**config.mk**
```make
export PLATFORM = sky130hd
export DESIGN_NAME = rvfi_eot_monitor
export DESIGN_NICKNAME = d
export VERILOG_FILES = /design/src/rtl/rvfi_eot_monitor.sv
export SDC_FILE = /design/constraint.sdc
export NUM_CORES = 1
export LEC_CHECK = 0
export BUFFER_PORTS_ARGS = -buffer_cell sky130_fd_sc_hd__clkbuf_2
export CAP_MARGIN = 20
export CORE_MARGIN = 2
export CORE_UTILIZATION = 35
export DETAILED_ROUTE_END_ITERATION = 12
export SYNTH_ARGS = -nofsm -noshare
export SYNTH_HDL_FRONTEND = slang
export SYNTH_SLANG_ARGS = --single-unit
```
**constraint.sdc**
```tcl
create_clock -name clk_i -period 5.5 [get_ports clk_i]
set_input_delay 0.275 -clock clk_i [delete_from_list [all_inputs] [get_ports clk_i]]
set_output_delay 0.275 -clock clk_i [all_outputs]
set_load 0.01 [all_outputs]
```
**src/rtl/rvfi_eot_monitor.sv**
```systemverilog
// rvfi_eot_monitor
// Turns the RVFI tracer's end-of-test word into a registered termination
// status (done / pass / fail / timeout, exit code, cycle stamp). A drain
// window delays done_o so trailing trace output settles, and the status is
// held until the bench acknowledges it.
//
// Optional build macro: RVFI_EOT_SIM_FINISH_EN
//   defined   -> prints one status line on entering DONE and calls $finish
//                one edge later (simulation only)
//   undefined -> pure handshake behaviour, synthesizable
//
// state  | meaning
// -------+------------------------------------------------------------
// IDLE   | waiting for an end-of-test event (word bit0 = 1)
// DRAIN  | event captured, counting down the drain window
// DONE   | status valid on the outputs, waiting for ack_i

module rvfi_eot_monitor #(
  parameter int unsigned DRAIN_CYCLES = 16,
  parameter int unsigned CNT_W        = 32,
  parameter logic [7:0]  HART_ID      = 8'h00
) (
  input  logic             clk_i,
  input  logic             rst_ni,
  input  logic [31:0]      end_of_test_i,
  input  logic             ack_i,
  output logic             done_o,
  output logic             pass_o,
  output logic             fail_o,
  output logic             timeout_o,
  output logic [30:0]      exit_code_o,
  output logic [CNT_W-1:0] cycle_stamp_o,
  output logic             busy_o
);

  localparam int unsigned DRN_W = (DRAIN_CYCLES > 1) ? $clog2(DRAIN_CYCLES) : 1;
  localparam logic [DRN_W-1:0] DRN_LOAD =
    (DRAIN_CYCLES == 0) ? '0 : DRN_W'(DRAIN_CYCLES - 1);
  localparam logic [DRN_W-1:0] DRN_ONE = 1;
  localparam logic [CNT_W-1:0] CNT_ONE = 1;

  typedef enum logic [1:0] {
    S_IDLE  = 2'd0,
    S_DRAIN = 2'd1,
    S_DONE  = 2'd2
  } state_t;

  state_t             state;
  state_t             state_next;
  logic [CNT_W-1:0]   cyc_cnt;
  logic [DRN_W-1:0]   drain_cnt;

  logic [30:0]        cap_exit;
  logic [CNT_W-1:0]   cap_stamp;
  logic               cap_pass;
  logic               cap_fail;
  logic               cap_timeout;

  logic               word_timeout;
  logic               word_pass;
  logic               capture;
  logic               release_done;

  // Classification of the incoming word; timeout takes priority over pass.
  assign word_timeout = (end_of_test_i == 32'hFFFF_FFFF);
  assign word_pass    = (end_of_test_i == 32'h0000_0001);
  assign capture      = (state == S_IDLE) && end_of_test_i[0];
  assign release_done = (state == S_DONE) && ack_i;

  // State register.
  always_ff @(posedge clk_i or negedge rst_ni) begin
    if (!rst_ni) begin
      state <= S_IDLE;
    end else begin
      state <= state_next;
    end
  end

  // Next-state logic; only the first event is taken, later words are ignored
  // until the bench releases the status.
  always_comb begin
    state_next = state;
    case (state)
      S_IDLE: begin
        if (end_of_test_i[0]) begin
          if (DRAIN_CYCLES == 0) begin
            state_next = S_DONE;
          end else begin
            state_next = S_DRAIN;
          end
        end
      end
      S_DRAIN: begin
        if (drain_cnt == '0) begin
          state_next = S_DONE;
        end
      end
      S_DONE: begin
        if (ack_i) begin
          state_next = S_IDLE;
        end
      end
      default: state_next = S_IDLE;
    endcase
  end

  // Output logic; flags and status are visible only while done.
  always_comb begin
    done_o        = 1'b0;
    busy_o        = 1'b0;
    pass_o        = 1'b0;
    fail_o        = 1'b0;
    timeout_o     = 1'b0;
    exit_code_o   = '0;
    cycle_stamp_o = '0;
    case (state)
      S_DRAIN: begin
        busy_o = 1'b1;
      end
      S_DONE: begin
        busy_o        = 1'b1;
        done_o        = 1'b1;
        pass_o        = cap_pass;
        fail_o        = cap_fail;
        timeout_o     = cap_timeout;
        exit_code_o   = cap_exit;
        cycle_stamp_o = cap_stamp;
      end
      default: begin
        busy_o = 1'b0;
      end
    endcase
  end

  // Free-running cycle counter, saturating at all-ones.
  always_ff @(posedge clk_i or negedge rst_ni) begin
    if (!rst_ni) begin
      cyc_cnt <= '0;
    end else if (cyc_cnt != '1) begin
      cyc_cnt <= cyc_cnt + CNT_ONE;
    end
  end

  // Drain down-counter: loaded on capture, terminal count at zero.
  always_ff @(posedge clk_i or negedge rst_ni) begin
    if (!rst_ni) begin
      drain_cnt <= '0;
    end else if (capture) begin
      drain_cnt <= DRN_LOAD;
    end else if ((state == S_DRAIN) && (drain_cnt != '0)) begin
      drain_cnt <= drain_cnt - DRN_ONE;
    end
  end

  // Status registers: written on capture, cleared when the bench acks.
  always_ff @(posedge clk_i or negedge rst_ni) begin
    if (!rst_ni) begin
      cap_exit    <= '0;
      cap_stamp   <= '0;
      cap_pass    <= 1'b0;
      cap_fail    <= 1'b0;
      cap_timeout <= 1'b0;
    end else if (capture) begin
      cap_exit    <= end_of_test_i[31:1];
      cap_stamp   <= cyc_cnt;
      cap_timeout <= word_timeout;
      cap_pass    <= !word_timeout && word_pass;
      cap_fail    <= !word_timeout && !word_pass;
    end else if (release_done) begin
      cap_exit    <= '0;
      cap_stamp   <= '0;
      cap_pass    <= 1'b0;
      cap_fail    <= 1'b0;
      cap_timeout <= 1'b0;
    end
  end

`ifdef RVFI_EOT_SIM_FINISH_EN
  logic             finish_pend;
  logic             msg_pass;
  logic             msg_timeout;
  logic [30:0]      msg_exit;
  logic [CNT_W-1:0] msg_stamp;

  // With zero drain the registers load on the same edge DONE is entered,
  // so the message takes the live word in that case.
  assign msg_pass    = capture ? (!word_timeout && word_pass) : cap_pass;
  assign msg_timeout = capture ? word_timeout : cap_timeout;
  assign msg_exit    = capture ? end_of_test_i[31:1] : cap_exit;
  assign msg_stamp   = capture ? cyc_cnt : cap_stamp;

  // Announce the result on entry to DONE, end the simulation one edge later.
  always_ff @(posedge clk_i or negedge rst_ni) begin
    if (!rst_ni) begin
      finish_pend <= 1'b0;
    end else begin
      if (finish_pend) begin
        $finish;
      end
      if ((state != S_DONE) && (state_next == S_DONE)) begin
        $display("rvfi_eot_monitor hart %0d: %s exit_code=%0d cycle=%0d",
                 HART_ID,
                 msg_timeout ? "TIMEOUT" : (msg_pass ? "PASS" : "FAIL"),
                 msg_exit, msg_stamp);
        finish_pend <= 1'b1;
      end
    end
  end
`endif

endmodule

```
=== Word-level counts from Yosys, hierarchy flattened ===
Cells that the tools add are included.

* Register bits: 104
* Logic and storage cells: 53

* Reductions and logical operators: 14
* Multiplexer cells: 21
* Add/subtract/negate cells: 2
* Eq/ne operators: 8

{| class="wikitable"
|+ Operators by type and width
! operator !! number
|-
| 32-bit two-way mux || 3
|-
| 31-bit two-way mux || 3
|-
| 32-bit by 1-bit adder with 32-bit output, second input constant || 1
|-
| 32-bit by 1-bit equality test with 1-bit output, second input constant || 1
|-
| 32-bit equality test, second input constant || 1
|-
| 32-bit inequality test, second input constant || 1
|-
| 1-bit two-way mux || 9
|-
| 4-bit two-way mux || 2
|-
| 2-bit two-way mux || 3
|-
| 2-bit inequality test, second input constant || 3
|-
| 2-bit one-hot mux with 3 select lines || 1
|-
| 1-bit logical AND || 5
|-
| 4-bit zero test || 1
|-
| 2-bit nonzero test || 2
|-
| 4-bit nonzero test || 1
|-
| 4-bit by 1-bit subtractor with 4-bit output, second input constant || 1
|-
| 3-bit AND reduction || 1
|-
| 2-bit by 1-bit equality test with 1-bit output, second input constant || 1
|-
| 2-bit equality test, second input constant || 1
|-
| 1-bit zero test || 2
|-
| 2-bit zero test || 1
|-
| 2-bit OR reduction || 1
|}

=== Depth between registers and ports, before layout ===
* Word-level depth: 4
* Mapped depth: 9
* Mapped depth without buffers: 7

=== Worst setup path after synthesis ===
No wires, ideal clock.

* Kind: register to register
* Start point: register cyc_cnt[0]
* End point: register cyc_cnt[1]
* Arrival: 1.926 ns
* Slack: 3.449 ns
* Library setup time: 0.125 ns
* Cell stages (with the launch flop): 7
* Clock period less this slack: 2.051 ns
* Required time: 5.375 ns
* Cells stage by stage: dfrtp_1 -> ha_1 -> nand3_1 -> or4_4 -> buf_6 -> nor3_4 -> mux2_4

* Word-level cells in the longest chain between the ends: 1
* Elaborated cells on any way between the ends: 2

{| class="wikitable"
|+ RTL lines
! element !! RTL line !! source
|-
| start, declared || 50 || <nowiki>logic [CNT_W-1:0] cyc_cnt;</nowiki>
|-
| start signal, assigned || 140 || <nowiki>cyc_cnt <= cyc_cnt + CNT_ONE;</nowiki>
|-
| 32-bit by 1-bit adder with 32-bit output / 32-bit inequality test (equally long branches) || 140, 139 ||
|}

Parallel ways exist; a longest one is shown, timed or not.
A chain may end at the register's enable or synchronous reset.

=== Final worst setup path ===
Same ends and word-level chain as after synthesis.

==> load_flow_metrics.sql <==
INSERT INTO impl_metrics (metric_group, metric, value, unit) VALUES
('outcome', 'status', 'complete, no violations', ''),
('clock_tree', 'clk_transition_reported_paths', '0.07', 'ns'),
('critical_path', 'path_max_fanout', '8', ''),
('timing', 'period_needed', '2.30', 'ns'),
('pwr', 'irDropWorstVdd', '0.000180', 'V'),
('drt', 'detail_route.drc_violations', '0', ''),
('grt', 'grt_overflow_total', '0', ''),
('grt', 'groute.usage.overall', '0.154', ''),
('clock_tree', 'worst_skew_late_latency', '0.34', 'ns'),
('yosys', 'synthFlopType', 'dfrtp_1', ''),
('placement', 'gp_congestion', '0.796', ''),
('timing', 'period_utilisation_layout', '0.418', ''),
('critical_path', 'critical-path-slowest-cell', 'or4_4', ''),
('floorplan', 'die-width', '122', 'um'),
('cells_and_area', 'layout.cells.most_common', 'dfrtp_1', ''),
('timing', 'max_freq', '435', 'MHz'),
('placement', 'port_buffers', '102', ''),
('critical_path', 'timing.critical_path.slowest_cell_delay', '0.56', 'ns'),
('grt', 'first_global_vias', '3687', ''),
('hold_path', 'min_delay_path_depth', '2', ''),
('yosys', 'postSynthCellCount', '445', ''),
('yosys', 'syn_area_per_cell', '10.9', 'um2'),
('critical_path', 'critical_path_class', 'reg2reg', ''),
('critical_path', 'worst_setup_path_end_kind', 'flip-flop', ''),
('placement', 'dpl-instance-area', '5500', 'um2'),
('drt', 'detail_route.wl_per_cell', '15.5', 'um'),
('pwr', 'power_switching_share', '0.315', ''),
('timing', 'finalClockSkew', '0.00358', 'ns'),
('flow_run', 'max_cap_viol_count', '0', ''),
('placement', 'place_hpwl', '7560', 'um'),
('critical_path', 'critical_path_cell_by_cell', 'ha_1, nand3_1, or4_4, nor3_4, mux2_4', ''),
('drt', 'drt_first_pass_iters', '5', ''),
('grt', 'grt_pass1_wl', '18100', 'um'),
('grt', 'grt_use_met2', '0.249', ''),
('yosys', 'synth_warnings', '0', ''),
('timing', 'slew_violations', '0', ''),
('pwr', 'p_sw', '721', 'uW'),
('cells_and_area', 'final_area', '5850', 'um2'),
('grt', 'largest_net_degree_at_the_start_of_global_routing', '70', ''),
('grt', 'groute.layer.met1.usage', '0.204', ''),
('clock_tree', 'cts_buffer_depth', '2', ''),
('grt', 'antenna_violations_before_repair', '0', ''),
('grt', 'grtUsageMet3', '0.0276', ''),
('cells_and_area', 'nFillCells', '1272', ''),
('clock_tree', 'numCtsBuffers', '9', ''),
('floorplan', 'die_height', '122', 'um'),
('pwr', 'cellLeakagePower', '0.00289', 'uW'),
('pwr', 'cellPowerDensity', '391', 'nW/um2'),
('timing', 'worst_slew_pin_slew', '0.677', 'ns'),
('floorplan', 'row_count', '42', ''),
('timing', 'worst_slew_slack_as_a_fraction_of_its_limit', '0.549', ''),
('timing', 'grt_setup_unrepaired', 'no', ''),
('grt', 'grt.busiest_layer', 'met2', ''),
('clock_tree', 'cts-htree-levels', '3', ''),
('critical_path', 'critPathRequiredTime', '5.73', 'ns'),
('floorplan', 'dieArea', '14800', 'um2'),
('timing', 'finalSetupViolations', '0', ''),
('clock_tree', 'cts.sink_count', '104', ''),
('cells_and_area', 'drive_above_1_share', '0.245', ''),
('yosys', 'netlist-cell-type-count', '42', ''),
('cells_and_area', 'layout.cells.most_common_list', 'dfrtp_1 (104), clkbuf_2 (101), and2_1 (70)', ''),
('yosys', 'synth-seq-cells', '104', ''),
('drt', 'post_route_ant_nets', '0', ''),
('hold_path', 'hp-class', 'in2reg', ''),
('yosys', 'synth_edf_count', '0', ''),
('pwr', 'seq_power_share', '0.425', ''),
('floorplan', 'area_inside_the_core_boundary', '13300', 'um2'),
('floorplan', 'io_pins', '103', ''),
('critical_path', 'rr_worst_depth', '5', ''),
('yosys', 'post_synth_instance_area', '4830', 'um2'),
('yosys', 'synth-seq-area-share', '0.538', '');
## power by group through the flow
stage / registers (uW) / logic, uW / clock network, uW
2_1_floorplan: 962 / 433 / 0
3_3_place_gp: 984 / 602 / 0
3_5_place_dp: 986 / 623 / 0
4_1_cts: 974 / 626 / 703
5_1_grt: 990 / 697 / 740
6_report: 974 / 627 / 690
## path summary, 6_finish.rpt
kind | start | end | slack (ns)
hold reg to reg | cap_stamp[28] | cap_stamp[28] | 0.47
setup reg to reg | cyc_cnt[0] | cyc_cnt[1] | 3.20
hold / removal | end_of_test_i[15] | cap_exit[14] | 0.19
min in group asynchronous | rst_ni | cap_exit[1] | 0.49
max in group asynchronous | rst_ni | cap_exit[21] | 3.86
setup / recovery | cyc_cnt[0] | cyc_cnt[1] | 3.20
## flip-flops by register name, summed over array words and instances, names as in the netlist
register,count
cap_pass,1
cap_fail,1
cap_exit,31
cyc_cnt,32
state,2
cap_timeout,1
cap_stamp,32
drain_cnt,4
## metrics by stage
step | utilization | instances | setup WS, ns | hold WS (ns) | power, uW
final | 0.439 | 719 | 3.20 | 0.189 | 2290
after global routing | 0.439 | 719 | 3.05 | 0.178 | 2430
after floorplan | - | 445 | 3.45 | -0.0206 | 1390
after global placement | 0.412 | 701 | 2.95 | 0.341 | 1590
after CTS | 0.437 | 718 | 2.86 | 0.179 | 2300
after detailed placement | 0.412 | 701 | 2.86 | 0.345 | 1610
## critical path: cells and delay by family, from the launching register on
family,cells,cell delay (ns)
fa+ha+maj,1,0.23
flops,1,0.43
mux,1,0.33
simple gates,3,1.19
## cell type report
| type | instances | area share |
|---|---|---|
| sequential | 104 | 0.445 |
| multi-input combinational | 306 | 0.360 |
| timing repair buffer | 107 | 0.0966 |
| clock buffer | 10 | 0.0408 |
| tap | 176 | 0.0376 |
| clock inverter | 6 | 0.0141 |
| inverter | 10 | 0.00641 |
## cells by family after synthesis
kind of cell	count (synthesis)	synth area share
fa+ha+maj	6	0.0155
compound gates	96	0.154
buf+inv	35	0.0290
simple gates	184	0.225
mux	4	0.00957
xor+xnor	16	0.0290
flops	104	0.538
## routing by layer
metal  share of wire  wire length [um]
met1            0.46              5180
met2            0.46              5170
met3           0.057               637
met4           0.015               163
met5               0                 0
## synth_stat cells (6+ instances only)
cell type	n	area, um2
clkbuf_1	18	67.6
a22o_1	61	534
nand4_1	18	113
and2_1	71	444
ha_1	6	75.1
a21oi_1	6	30.0
xor2_1	9	78.8
o21ai_0	15	75.1
dfrtp_1	104	2600
nor2_1	24	90.1
xnor2_1	7	61.3
nor4_1	13	81.3
nand2_1	24	90.1
inv_1	10	37.5
and4_1	7	61.3
nand3_1	8	40.0
## what timing repair did
item / CTS / global route
buffers inserted: 0 / 0
hold endpoints to repair: 50 / 0
resized for setup: 0 / 0
hold buffers: 1 / 0
No activity file was read; power rests on OpenSTA's default activity.
